[config.mk]
export PLATFORM = sky130hd
export DESIGN_NAME = sdc_block_addr_gen
export DESIGN_NICKNAME = d
export VERILOG_FILES = /design/src/rtl/sdc_pkg.sv /design/src/rtl/sdc_mod_counter.sv /design/src/rtl/sdc_block_addr_gen.sv
export SDC_FILE = /design/constraint.sdc
export NUM_CORES = 1
export LEC_CHECK = 0
export ABC_AREA = 1
export BUFFER_PORTS_ARGS = -buffer_cell sky130_fd_sc_hd__buf_2
export CELL_PAD_IN_SITES_DETAIL_PLACEMENT = 0
export CELL_PAD_IN_SITES_GLOBAL_PLACEMENT = 1
export CORE_MARGIN = 4
export CORE_UTILIZATION = 39
export DETAILED_ROUTE_END_ITERATION = 6
export HOLD_SLACK_MARGIN = 0.03
export PLACE_DENSITY_LB_ADDON = 0.1
export SLEW_MARGIN = 20
export SYNTH_ARGS = -nofsm -noshare
export SYNTH_HDL_FRONTEND = slang
export SYNTH_SLANG_ARGS = --single-unit
[constraint.sdc]
create_clock -name clk -period 4.3 [get_ports clk]
set_input_delay 0.215 -clock clk [delete_from_list [all_inputs] [get_ports clk]]
set_output_delay 0.215 -clock clk [all_outputs]
set_load 0.05 [all_outputs]
[src/rtl/sdc_pkg.sv]
// Shared SD-card constants and the address-step helper used by the write-path address generator.
package sdc_pkg;

    localparam int unsigned SD_BLOCK_BYTES  = 32'd512;
    localparam int unsigned ADDR_MODE_BYTE  = 32'd0;
    localparam int unsigned ADDR_MODE_BLOCK = 32'd1;

    // SDSC cards advance by a block's worth of bytes, SDHC/SDXC by one block.
    function automatic int unsigned addr_step(input int unsigned addr_mode,
                                              input int unsigned block_bytes);
        int unsigned step_v;
        case (addr_mode)
            ADDR_MODE_BYTE:  step_v = block_bytes;
            ADDR_MODE_BLOCK: step_v = 32'd1;
            default:         step_v = 32'd1;
        endcase
        return step_v;
    endfunction

endpackage

[src/rtl/sdc_mod_counter.sv]
// Modulo-N counter with enable, synchronous clear and a terminal-count flag.
module sdc_mod_counter #(
    parameter int unsigned N = 512,
    parameter int unsigned W = $clog2(N)
) (
    input  logic         clk,
    input  logic         srst,
    input  logic         clr,
    input  logic         en,
    output logic [W-1:0] cnt,
    output logic         tc
);

    localparam logic [W-1:0] LAST = W'(N - 32'd1);

    logic [W-1:0] cnt_r;
    logic [W-1:0] cnt_nxt_s;

    // Next count: roll back to zero after the terminal value.
    always_comb begin
        cnt_nxt_s = cnt_r;
        if (cnt_r == LAST) begin
            cnt_nxt_s = '0;
        end else begin
            cnt_nxt_s = cnt_r + W'(1'b1);
        end
    end

    // Count register; reset beats clear beats enable.
    always_ff @(posedge clk) begin
        if (srst) begin
            cnt_r <= '0;
        end else if (clr) begin
            cnt_r <= '0;
        end else if (en) begin
            cnt_r <= cnt_nxt_s;
        end else begin
            cnt_r <= cnt_r;
        end
    end

    assign cnt = cnt_r;
    assign tc  = (cnt_r == LAST);

endmodule

[src/rtl/sdc_block_addr_gen.sv]
// SD write-path address generator: counts byte strobes per block and steps the card
// address on block completion, with wrap-or-stop at END_ADDR and a saturating block count.
module sdc_block_addr_gen
    import sdc_pkg::*;
#(
    parameter int unsigned       ADDR_W      = 32,
    parameter int unsigned       BLOCK_BYTES = SD_BLOCK_BYTES,
    parameter int unsigned       BYTE_W      = $clog2(BLOCK_BYTES),
    parameter int unsigned       CNT_W       = 16,
    parameter int unsigned       ADDR_MODE   = ADDR_MODE_BLOCK,
    parameter logic [ADDR_W-1:0] START_ADDR  = '0,
    parameter logic [ADDR_W-1:0] END_ADDR    = {ADDR_W{1'b1}},
    parameter int unsigned       WRAP_EN     = 0
) (
    input  logic              clk,
    input  logic              resetCounter,
    input  logic              loadAddr,
    input  logic [ADDR_W-1:0] loadValue,
    input  logic              nextByte,
    output logic [ADDR_W-1:0] addr,
    output logic [BYTE_W-1:0] byteIdx,
    output logic [CNT_W-1:0]  blockCount,
    output logic              blockDone,
    output logic              wrapped,
    output logic              full,
    output logic              errOverflow
);

    localparam logic [ADDR_W-1:0] STEP     = ADDR_W'(addr_step(ADDR_MODE, BLOCK_BYTES));
    localparam logic              WRAP_BIT = (WRAP_EN != 32'd0);

    if ((BLOCK_BYTES < 32'd2) || ((BLOCK_BYTES & (BLOCK_BYTES - 32'd1)) != 32'd0)) begin : g_bad_block
        $error("sdc_block_addr_gen: BLOCK_BYTES must be a power of 2 and at least 2");
    end
    if (END_ADDR < START_ADDR) begin : g_bad_range
        $error("sdc_block_addr_gen: END_ADDR must not be below START_ADDR");
    end

    logic [ADDR_W-1:0] addr_r;
    logic [CNT_W-1:0]  cnt_r;
    logic              done_r;
    logic              wrapped_r;
    logic              full_r;
    logic              err_r;

    logic [BYTE_W-1:0] byte_idx_s;
    logic              byte_tc_s;
    logic              byte_en_s;
    logic              term_s;
    logic              at_end_s;
    logic [ADDR_W-1:0] addr_nxt_s;
    logic [CNT_W-1:0]  cnt_sat_s;

    // A strobe alongside a load is discarded; strobes while full are dropped.
    assign byte_en_s = nextByte & ~full_r & ~loadAddr;
    assign term_s    = byte_en_s & byte_tc_s;
    assign at_end_s  = (addr_r == END_ADDR);

    sdc_mod_counter #(
        .N (BLOCK_BYTES),
        .W (BYTE_W)
    ) u_byte_cnt (
        .clk  (clk),
        .srst (resetCounter),
        .clr  (loadAddr),
        .en   (byte_en_s),
        .cnt  (byte_idx_s),
        .tc   (byte_tc_s)
    );

    // Next block address: single full-width add so carries land in the same cycle.
    always_comb begin
        addr_nxt_s = addr_r;
        if (at_end_s) begin
            if (WRAP_BIT) begin
                addr_nxt_s = START_ADDR;
            end else begin
                addr_nxt_s = addr_r;
            end
        end else begin
            addr_nxt_s = addr_r + STEP;
        end
    end

    // Saturating completed-block count.
    always_comb begin
        cnt_sat_s = cnt_r;
        if (&cnt_r) begin
            cnt_sat_s = cnt_r;
        end else begin
            cnt_sat_s = cnt_r + CNT_W'(1'b1);
        end
    end

    // Address, count and flag registers; reset beats load beats strobe.
    always_ff @(posedge clk) begin
        if (resetCounter) begin
            addr_r    <= START_ADDR;
            cnt_r     <= '0;
            done_r    <= 1'b0;
            wrapped_r <= 1'b0;
            full_r    <= 1'b0;
            err_r     <= 1'b0;
        end else if (loadAddr) begin
            addr_r    <= loadValue;
            cnt_r     <= '0;
            done_r    <= 1'b0;
            wrapped_r <= 1'b0;
            full_r    <= 1'b0;
            err_r     <= 1'b0;
        end else begin
            done_r    <= term_s;
            wrapped_r <= term_s & at_end_s & WRAP_BIT;
            err_r     <= err_r | (nextByte & full_r);
            if (term_s) begin
                addr_r <= addr_nxt_s;
                cnt_r  <= cnt_sat_s;
                full_r <= at_end_s & ~WRAP_BIT;
            end else begin
                addr_r <= addr_r;
                cnt_r  <= cnt_r;
                full_r <= full_r;
            end
        end
    end

    assign addr        = addr_r;
    assign byteIdx     = byte_idx_s;
    assign blockCount  = cnt_r;
    assign blockDone   = done_r;
    assign wrapped     = wrapped_r;
    assign full        = full_r;
    assign errOverflow = err_r;

endmodule

# After elaboration in Yosys (flattened, before gate mapping)
# Cells that the tools add are included.
[classes]
bitwise_logic = 8
mux = 4
n_eq_ne = 3
n_addsub = 3
reduce_logical = 5
[op_table]
columns = ["operator", "n"]
rows = [
  ["$mux 32", 3],
  ["$add 32x1->32 const B", 1],
  ["$eq 32x32->1 const B", 1],
  ["$add 16x1->16 const B", 1],
  ["$reduce_and 16->1", 1],
  ["$add 9x1->9 const B", 1],
  ["$eq 9x9->1 const B", 1],
  ["$mux 9", 1],
  ["$and 1x1->1", 4],
  ["$reduce_and 2->1", 2],
  ["$not 1->1", 3],
  ["$ne 2x2->1 const B", 1],
  ["$reduce_bool 2->1", 1],
  ["$reduce_or 2->1", 1],
  ["$or 1x1->1", 1],
]
[totals]
in_bits = 36
ff_bits = 60
output_inout_bits = 61
elab_cells = 29

# Logic depth before layout (Yosys ltp)
[depth]
ltp_word = 6
depth_mapped = 13

# By module
# From an unflattened synthesis, not the netlist that was laid out.
[unflattened]
cells_unflattened = 658
area_unflattened_um2 = 3965.1
[modules_own_cells]
columns = ["mod", "instances", "cells_per_inst", "seq_area_each_um2", "area_per_inst_um2"]
rows = [
  ["sdc_block_addr_gen", 1, 595, 1021.0, 3495.9],
  ["sdc_mod_counter", 1, 63, 180.2, 469.2],
]

# Worst setup path before layout
# OpenSTA, ideal clock, no wires.
[synth_path]
path_kind = "flip-flop to flip-flop"
start = "register u_byte_cnt.cnt_r[0], in the netlist u_byte_cnt.cnt[0]"
end = "register addr_r[0], in the netlist addr[0]"
slack_ns = 2.219
synth_period_minus_slack_ns = 2.081
setup_ns = 0.066
arrival_ns = 2.015
required_time_ns = 4.234
stages_incl_launch_ff = 11
cell_sequence = "dfxtp_1 > ha_1 > nand4_1 > nor2_1 > ha_1 > nand2_2 > nand2_1 > nand2_4 > buf_6 > or2_1 > a21oi_2"
[synth_via]
elab_chain_len = 4
[synth_lines]
columns = ["element", "line", "text"]
rows = [
  ["start: declaration", "sdc_mod_counter.sv:16", "logic [W-1:0] cnt_r;"],
  ["start signal: assignment", "sdc_mod_counter.sv:36", "cnt_r <= cnt_nxt_s;"],
  ["start signal: assignment", "sdc_mod_counter.sv:38", "cnt_r <= cnt_r;"],
  ["$eq 9x9->1", "sdc_mod_counter.sv:43", "assign tc = (cnt_r == LAST);"],
  ["$and 1x1->1", "sdc_block_addr_gen.sv:56", "assign term_s = byte_en_s & byte_tc_s;"],
  ["$reduce_bool 2->1 (no source line)", "-", ""],
  ["$reduce_and 2->1 (no source line)", "-", ""],
  ["end signal: assignment", "sdc_block_addr_gen.sv:105", "addr_r <= loadValue;"],
  ["end signal: assignment", "sdc_block_addr_gen.sv:116", "addr_r <= addr_nxt_s;"],
  ["end signal: assignment", "sdc_block_addr_gen.sv:120", "addr_r <= addr_r;"],
  ["end: declaration", "sdc_block_addr_gen.sv:39", "logic [ADDR_W-1:0] addr_r;"],
]
# Every way passes these cells.
# A chain may end at the register's enable or synchronous reset.

# Worst setup path after layout
[layout_path]
start = "register addr_r[0], in the netlist addr[0]"
end = "register addr_r[28], in the netlist addr[28]"
[layout_via]
elab_chain_len = 4
word_cells_on_any_way = 7
[layout_lines]
columns = ["element", "line", "text"]
rows = [
  ["$add 32x1->32", "sdc_block_addr_gen.sv:81", "addr_nxt_s = addr_r + STEP;"],
  ["$mux 32", "sdc_block_addr_gen.sv:74", "if (at_end_s) begin"],
  ["$mux 32", "sdc_block_addr_gen.sv:115", "if (term_s) begin"],
  ["$mux 32", "sdc_block_addr_gen.sv:104", "end else if (loadAddr) begin"],
]
# Parallel ways exist; a longest one is shown, timed or not. The select of a mux whose other input is x is not followed.

==> summary.md <==
| Metric | Value |
|---|---|
| Area added between synthesis and finish | `19.3%` |
| Max Slew Vio Count | `0` |
| Vias | `4127` |
| Fin. Hold Viols | `0` |
| CTS tree | `yes` |
| Worst r2r dst | `addr[28]` |
| DIE WIDTH | `107 microns` |
| Detailed-route DRC error count | `0` |
| Die height | `107 microns` |
| Critical path fanouts, max | `31` |
| Slowest cell on the critical path | `dfxtp_1` |
| Placed instance area | `4380 sq um` |
| Reg2reg path depth | `10` |
| Minimum clock period | `2140 ps` |
| Total GRT Usage | `20.0%` |
| Mapped Cells | `640` |
| Cell variety after synth | `31` |
| Adder-Cell Fraction of Synth Area | `1.30%` |
| Initial antenna violation count | `0` |
| Combinational family with the most area after synthesis | `simple AND/OR/NAND/NOR gates` |
| Wire per inst | `12.7 microns` |
| Overflow after GRT | `0` |
| Worst setup EP type | `register` |
| Metal-1 WL | `4920 microns` |
| Synthesis warning total | `0` |
| # setup viols final | `0` |
| Global placer's final weighted congestion | `0.815` |
| DRT Wirelength | `11000 microns` |
| Core area | `9680 sq um` |
| Crit-path max cell delay | `400 ps` |
| Worst path required time | `4540 ps` |
| Initial DRT Pass Iterations | `4` |
| Cts bufs inserted | `9` |
| Mapped Area | `3850 sq um` |
| Routed wl met3 | `473 microns` |
| Vias in the first global route | `3924` |
| Post-cts gate resize count | `0` |
| Mux contribution to synthesized area | `0%` |
| CTS Sinks | `60` |
| Yosys reg bits | `60` |
| Slew headroom | `56.9%` |
| Max Root-Sink Buffers | `2` |
| Synthesized area per cell | `6.02 sq um` |
| Antenna cell count | `0` |
| Top Ports | `97` |
| Crit-path cells | `ha_1 > nand2_1 > nor2_2 > nand2_2 > nor2_4 > nand3_2 > nand2_4 > inv_2 > o21ai_0 > nor2_1` |
| Fin Setup TNS | `0 ps` |
| Final Cell Area | `4600 sq um` |
| Post-synthesis simple-gate area fraction | `46.0%` |
| RSZ-0062 raised after global routing | `no` |
| WP buf/inv | `1` |
| Clock skew | `6.29 ps` |
| Post-CTS Hold Fix Bufs | `0` |
| R2R setup slack | `2160 ps` |
| First-pass GRT wire length | `18600 microns` |
| Tcrit/Tclk final | `49.7%` |
| Hold Crit Start | `loadValue[25]` |
| Share of cells above drive strength 1 | `18.2%` |
| Port Buffers | `95` |
| Post-CTS Setup Inserts | `0` |
| Hold endpoint | `addr[25]` |
| Xor/xnor share of the synthesized area | `3.86%` |
| Iter 0 DRT Violations | `144` |
| FMAX | `468 MHz` |
| Sequential area share after synthesis | `31.2%` |
| Worst-path clk slew | `70 ps` |
| DR vias/cell | `4.75` |
| Detailed Place HPWL | `8330 microns` |
| Syn_nets | `680` |
| Critical Setup Path Class | `reg -> reg` |
| Clk_lat worst skew | `350 ps` |
| Met2 WL post-DR | `5410 microns` |
| Reg-to-Reg Start | `addr[0]` |
| Largest net degree at the start of global routing | `38` |
| Initial core utilization | `39.8%` |
| Compound-Gate Fraction of Synth Area | `9.28%` |
| Max VDD drop | `0.158 mV` |
| Root buf cell | `clkbuf_8` |
| Hold path cells | `5` |
| Full die area | `11500 sq um` |
| Top layer reached by signal wires | `met4` |
| Leak Pwr | `2.08 nW` |
| Hold_ws | `157 ps` |
| Pwr Density | `295 nW/um^2` |
| Row Count | `36` |
| ANT nets after route | `0` |
| Status | `completed` |
| CP arrival | `2380 ps` |
| Least-Margin Pin Slew | `646 ps` |
| Max-Cap Viols | `0` |
| Worst hold path type | `in -> reg` |
| Nets | `770` |
| Cell family with most CP delay | `simple AND/OR/NAND/NOR gates` |
| H-Tree Depth | `3` |
| Startpoint Class | `register` |
-- kinds of logic (layout without fill, tap and decap cells) --
family	Yosys count	after routing
adders and majority gates	4	4
buffers and inverters	71	166
other	1	1
DFF	60	60
and+or+nand+nor	424	424
AOI/OAI and AO/OA	63	63
xor gates and xnor gates	17	17
-- worst reg2reg max path, stage by stage (launching register included) --
cell and delay (ps):
dfxtp_1 400, ha_1 240, nand2_1 80, nor2_2 120, nand2_2 130, nor2_4 150, nand3_2 100, nand2_4 290
inv_2 240, o21ai_0 220, nor2_1 50
-- report_power, final --
| part | internal, mW | switching [mW] |
|---|---|---|
| clock network | 0.326 | 0.252 |
| registers | 0.572 | 0.0266 |
| logic | 0.0522 | 0.127 |
-- state kept, by name (all words and copies together), names as in the netlist --
| register | cells |
|---|---|
| blockCount | 16 |
| addr | 32 |
| blockDone | 1 |
| u_byte_cnt.cnt | 9 |
| errOverflow | 1 |
| full | 1 |
-- Yosys cell counts (all sizes together) --
cell type | n | area (sq um)
o21ai | 17 | 96.4
buf | 9 | 87.6
nand3b | 9 | 67.6
nor3 | 9 | 45.0
dfxtp | 60 | 1200
a21oi | 35 | 179
clkbuf | 7 | 26.3
xnor2 | 6 | 52.6
o31ai | 1 | 7.51
o21bai | 7 | 52.6
nand2 | 265 | 1020
ha | 4 | 50.1
or2 | 1 | 6.26
nand3 | 40 | 205
conb | 1 | 3.75
a211oi | 3 | 22.5
nand4 | 6 | 43.8
inv | 55 | 206
nor2 | 94 | 383
xor2 | 11 | 96.3
-- cell usage in the layout (no fill, tap or decap) --
cell,netlist,final
nand2_1,258,258
buf_2,1,95
nor2_1,88,88
dfxtp_1,60,60
inv_1,48,48
nand3_1,39,39
a21oi_1,34,34
o21ai_0,16,16
xor2_1,11,11
nor3_1,9,9
nand3b_1,9,9
clkbuf_8,0,9
inv_2,7,7
o21bai_1,7,7
xnor2_1,6,6
nand4_1,5,5
nand2_2,5,5
ha_1,4,4
nor2_4,3,3
a211oi_1,3,3
nor2_2,3,3
nand2_4,2,2
clkinvlp_4,0,2
bufinv_16,0,2
nand4_2,1,1
o21ai_4,1,1
nand3_2,1,1
o31ai_1,1,1
or2_1,1,1
a21oi_2,1,1
conb_1,1,1
clkinv_2,0,1
clkbuf_1,7,1
clkinv_4,0,1
-- stage by stage --
stage	instances	total power [mW]	setup slack, ps	util (%)
2_1_floorplan	640	0.743	2220	-
3_3_place_gp	852	0.791	2010	45.3
3_5_place_dp	852	0.794	1900	45.3
4_1_cts	868	1.38	2100	47.5
5_1_grt	868	1.42	1850	47.5
6_report	868	1.36	2160	47.5
-- worst max path at each step --
stage / end / cells past startpoint / start / slack, ps
after floorplan: addr[0] / 10 / u_byte_cnt.cnt[0] / 2220
after global placement: addr[15] / 7 / loadAddr / 2010
after detailed placement: addr[3] / 7 / loadAddr / 1900
after CTS: addr[3] / 10 / u_byte_cnt.cnt[1] / 2100
after global routing: addr[28] / 10 / addr[0] / 1850
final: addr[28] / 10 / addr[0] / 2160
-- final cells by class --
type / instances / area [sq um]
clock buffers: 10 / 128
inverters: 55 / 206
fillers: 1078 / 5080
multi-input cells: 509 / 2330
repair buffers: 95 / 475
well taps: 133 / 166
flip-flops and latches: 60 / 1200
clock inverters: 6 / 88.8
-- routing by layer --
metal | GRT usage (%) | up-vias
met5 | 0 | -
li1 | - | 2191
met2 | 35.7 | 83
met3 | 3.54 | 18
met1 | 23.8 | 1835
met4 | 7.84 | 0
Note: power is estimated with default switching activity, not from simulation.
